`src/rtl/alu_seq_cntrl.sv`:
```
// ALU sequencing controller: decodes one instruction into an ALU control word,
// registers it on acceptance and replays it over one or more datapath slices
// (beats), least significant slice first.
module alu_seq_cntrl #(
  parameter int N     = 16,
  parameter int SLICE = 8,
  parameter int BW    = 1
) (
  input  logic          clk,
  input  logic          rst,
  input  logic          in_valid,
  output logic          in_ready,
  input  logic [4:0]    opCode,
  input  logic [1:0]    funct,
  input  logic          flush,
  output logic          out_valid,
  input  logic          out_ready,
  output logic [2:0]    aluOp,
  output logic          invA,
  output logic          invB,
  output logic          Cin,
  output logic          cinSel,
  output logic          sign,
  output logic [BW-1:0] beat,
  output logic          lastBeat,
  output logic          illegal
);

  // N must be a whole number of slices
  localparam int BEATS = N / SLICE;

  typedef enum logic {IDLE, ISSUE} stateT;

  stateT         state;
  logic [BW-1:0] beatReg;
  logic [2:0]    aluOpReg;
  logic          invAReg;
  logic          invBReg;
  logic          cinReg;
  logic          signReg;
  logic          illegalReg;

  logic [2:0]    decAluOp;
  logic          decInvA;
  logic          decInvB;
  logic          decCin;
  logic          decSign;
  logic          decIllegal;

  logic          multiBeat;
  logic          arith;
  logic          lastBeatInt;
  logic          accept;

  // Only add/xor/and-class legal ops span all slices; shifts and illegals take one beat
  assign multiBeat   = !illegalReg && aluOpReg[2];
  assign arith       = !illegalReg && (aluOpReg == 3'b100);
  assign lastBeatInt = multiBeat ? (beatReg == BW'(BEATS - 1)) : 1'b1;

  assign out_valid = (state == ISSUE);
  assign in_ready  = !flush && (!out_valid || (out_ready && lastBeatInt));
  assign accept    = in_valid && in_ready;

  assign aluOp    = aluOpReg;
  assign invA     = invAReg;
  assign invB     = invBReg;
  assign illegal  = illegalReg;
  assign beat     = beatReg;
  assign lastBeat = lastBeatInt;
  assign Cin      = (beatReg == '0) ? cinReg : 1'b0;
  assign cinSel   = (beatReg != '0) && arith;
  assign sign     = lastBeatInt && signReg;

  // Instruction decode table; anything unlisted is flagged illegal and run as a one-beat add
  always_comb begin
    decAluOp   = 3'b100;
    decInvA    = 1'b0;
    decInvB    = 1'b0;
    decCin     = 1'b0;
    decSign    = 1'b0;
    decIllegal = 1'b0;
    case (opCode)
      5'b01000: decSign = 1'b1;
      5'b01001: begin
        decInvA = 1'b1;
        decCin  = 1'b1;
        decSign = 1'b1;
      end
      5'b01010: decAluOp = 3'b101;
      5'b01011: begin
        decAluOp = 3'b110;
        decInvB  = 1'b1;
      end
      5'b11011: begin
        case (funct)
          2'b00: decSign = 1'b1;
          2'b01: begin
            decInvA = 1'b1;
            decCin  = 1'b1;
            decSign = 1'b1;
          end
          2'b10: decAluOp = 3'b101;
          default: begin
            decAluOp = 3'b110;
            decInvB  = 1'b1;
          end
        endcase
      end
      5'b10000, 5'b10001, 5'b10011: decSign = 1'b1;
      5'b11100, 5'b11101, 5'b11110: begin
        decInvB = 1'b1;
        decCin  = 1'b1;
        decSign = 1'b1;
      end
      5'b11111: decAluOp = 3'b100;
      5'b10100, 5'b10101, 5'b10110, 5'b10111: decAluOp = {1'b0, opCode[1:0]};
      5'b11010: decAluOp = {1'b0, funct};
      default: decIllegal = 1'b1;
    endcase
  end

  // Issue FSM: reset beats flush, flush beats acceptance, acceptance beats beat advance
  always_ff @(posedge clk) begin
    if (rst) begin
      state      <= IDLE;
      beatReg    <= '0;
      aluOpReg   <= '0;
      invAReg    <= 1'b0;
      invBReg    <= 1'b0;
      cinReg     <= 1'b0;
      signReg    <= 1'b0;
      illegalReg <= 1'b0;
    end else if (flush) begin
      state   <= IDLE;
      beatReg <= '0;
    end else if (accept) begin
      state      <= ISSUE;
      beatReg    <= '0;
      aluOpReg   <= decAluOp;
      invAReg    <= decInvA;
      invBReg    <= decInvB;
      cinReg     <= decCin;
      signReg    <= decSign;
      illegalReg <= decIllegal;
    end else if (out_valid && out_ready) begin
      if (lastBeatInt) begin
        state   <= IDLE;
        beatReg <= '0;
      end else begin
        beatReg <= beatReg + BW'(1);
      end
    end
  end

endmodule

```
`config.mk`:
```
export PLATFORM = sky130hd
export DESIGN_NAME = alu_seq_cntrl
export DESIGN_NICKNAME = d
export VERILOG_FILES = /design/src/rtl/alu_seq_cntrl.sv
export SDC_FILE = /design/constraint.sdc
export NUM_CORES = 1
export LEC_CHECK = 0
export BUFFER_PORTS_ARGS = -buffer_cell sky130_fd_sc_hd__clkbuf_2
export CAP_MARGIN = 20
export CORE_MARGIN = 2
export CORE_UTILIZATION = 50
export CTS_CLUSTER_DIAMETER = 80
export CTS_CLUSTER_SIZE = 12
export DETAILED_ROUTE_END_ITERATION = 10
export GPL_ROUTABILITY_DRIVEN = 0
export PLACE_DENSITY = 0.81
export SLEW_MARGIN = 20
export SYNTH_ARGS = -nofsm -noshare
export SYNTH_HDL_FRONTEND = slang
export SYNTH_SLANG_ARGS = --single-unit
```
`constraint.sdc`:
```
create_clock -name clk -period 3.75 [get_ports clk]
set_input_delay 0.5625 -clock clk [delete_from_list [all_inputs] [get_ports clk]]
set_output_delay 0.5625 -clock clk [all_outputs]
set_load 0.02 [all_outputs]
```
==> results.py <==
metrics = {
    "outcome": {
        "status": "finished clean",
    },
    "detailed_routing": {
        "via_count": 729,
        "via_per_inst": 5.879,
        "drtAntennaViolNets": 0,
        "drc": 0,
        "drtPass1Iterations": 4,
        "wl_per_cell_um": 12.94,
        "wirelength_mm": 1.604,
        "drt-initial-drc-count": 20,
    },
    "synth": {
        "synth-adder-area-share": 0,
        "synth_xor_area_frac": 0,
        "yosys-top-cells-area": "dfxtp_1 (30%), a21oi_1 (6.0%), nand2_1 (5.0%), nand2b_1 (4.7%), nor2b_1 (4.7%)",
        "synth_edf_count": 0,
        "yosysWarnings": 0,
        "synth_top_family_by_area": "simple AND/OR/NAND/NOR gates",
        "synth-simple-area-share": 0.3470,
        "synth-seq-cells": 10,
        "synthMuxAreaShare": 0.01493,
        "synth_top_area_share": 0.2985,
        "syn_area_per_cell_um2": 7.890,
        "syn-num-nets": 97,
        "synth-seq-area-share": 0.2985,
        "synth_top_cell_by_area": "dfxtp_1",
        "syn_inst": 85,
        "synth-main-ff-cell": "dfxtp_1",
        "synthArstFlopShare": 0,
        "synth_cell_types": 34,
        "synth_area_um2": 670.6,
        "synth-compound-area-share": 0.2799,
    },
    "final_layout": {
        "n_antenna_cell": 0,
        "final_common_cell": "clkbuf_2",
        "drive_gt1_frac": 0.2844,
        "layout_common_cells": "clkbuf_2 (24), dfxtp_1 (10), nand2_1 (9)",
        "design_area_um2": 820.8,
        "nFillCells": 121,
        "layout.nets": 122,
        "syn2layout_area_growth_pct": 22.39,
    },
    "pwr": {
        "leakage_nw": 0.3879,
        "worst_ir_drop_vdd_v": 0.0002320,
        "power_density_mw_per_mm2": 329.9,
        "total_power_w": 0.0002708,
    },
    "place": {
        "numPortBuffers": 24,
        "hpwl_mm": 1.237,
        "placed_cell_area_um2": 784.5,
    },
    "cts": {
        "clkTransAtPathRegs_ps": 70,
        "cts_tree": "done",
        "clock-sinks": 10,
        "cts_max_path_buffers": 2,
        "cts_root_buf": "clkbuf_4",
        "holdBufCountCts": 0,
        "cts_buffers": 3,
        "post-cts-setup-buffer-count": 0,
        "cts_resized": 0,
        "insertion_delay_ps": 270,
        "h-tree-depth": 1,
    },
    "worst_setup_path": {
        "path_max_fanout": 5,
        "arrival_ps": 1490,
        "endpoint_kind": "primary output",
        "critPathLaunchType": "flip-flop",
        "path_class": "flip-flop to primary output",
        "critical_path_required_ps": 3190,
    },
    "timing": {
        "period_share": 0.5463,
        "clock.fmax_mhz": 488.1,
        "finalHoldViolations": 0,
        "worst_slew_pin_slew_ps": 783.0,
        "tns_ps": 0,
        "rsz0062_at_grt": "no",
        "setup_violations": 0,
        "relSlewSlack": 0.4758,
        "slew_violations": 0,
        "finalClockSkew_ps": 6.599,
        "period_needed_ps": 2049,
    },
    "floorplan": {
        "row_count": 13,
        "die_x_um": 40.63,
        "ioPinCount": 25,
        "fp.dieH_um": 40.63,
        "dieArea_mm2": 0.001650,
        "core_mm2": 0.001269,
        "start_util": 0.5286,
    },
    "grt": {
        "gr-total-overflow": 0,
        "antenna_found_initial": 0,
        "grt_max_degree": 17,
        "grt_pass1_wl_mm": 2.318,
        "grt_usage": 0.2115,
        "grt_pass1_vias": 548,
    },
    "flow_run": {
        "drv_cap": 0,
    },
    "min_path": {
        "holdCritPathClass": "flip-flop to flip-flop",
    },
}
[layout make-up]
cell class	count	area, um^2	share of cell area
sequential	10	200.2	0.2439
tap	15	18.77	0.02287
clock buffer	4	36.28	0.04421
multi-input combinational	67	430.4	0.5244
inverter	4	15.01	0.01829
timing repair buffer	24	120.1	0.1463
[flip-flops by register name, summed over array words and instances, names as in the netlist]
| name | cells |
|---|---|
| beat | 1 |
| invB | 1 |
| illegal | 1 |
| invA | 1 |
| out_valid | 1 |
| signReg | 1 |
| aluOp | 3 |
| cinReg | 1 |
[final timing paths]
check                           startpoint        to  slack [ps]  cells past startpoint
worst min register to register    aluOp[0]  aluOp[0]         500                      2
worst max register to register    aluOp[2]  aluOp[0]        2030                      4
worst min-delay path              aluOp[0]  aluOp[0]         500                      2
worst max-delay path              aluOp[2]  in_ready        1700                      4
[critical path, cell delays in order (launching register included)]
cell and delay [ps]:
dfxtp_1 390, or3b_1 420, a21boi_1 200, nor2_1 60
clkbuf_2 150
[routing by layer]
metal | part of all wire | up-vias | GRT usage
met5 | 0 | - | 0
met4 | 0 | 0 | 0.05000
met3 | 0.062 | 0 | 0.06522
met2 | 0.50 | 31 | 0.3452
met1 | 0.43 | 337 | 0.2697
li1 | - | 361 | -
[metrics by stage]
stage	hold slack (ps)	setup WS (ps)	cells	utilization
after floorplan	481.4	1890	85	-
after global placement	465.9	1934	120	0.6183
after detailed placement	492.1	1860	120	0.6183
after CTS	502.0	1687	124	0.6469
after global routing	520.7	1586	124	0.6469
final	500.9	1701	124	0.6469
[cell usage after synthesis (all sizes together), types with 2 or more instances]
master	instances
a21oi	8
a31oi	2
and3	2
and4b	2
buf	4
dfxtp	10
inv	4
nand2	9
nand2b	5
nor2	8
nor2b	5
o21ai	5
o22ai	3
[report_power, final]
part           internal, W  switching [W]  total (W)
clock            0.0000589      0.0000396  0.0000985
combinational    0.0000228      0.0000358  0.0000586
sequential        0.000110     0.00000339   0.000114
total             0.000192      0.0000787   0.000271
[cells by family (layout without fill, tap and decap cells)]
group,after synthesis,count (layout)
AO/OA/AOI/OAI,28,28
buffers and inverters,8,32
flip-flops,10,10
multiplexers,1,1
AND/OR/NAND/NOR,38,38
(Power assumes the default switching activity.)
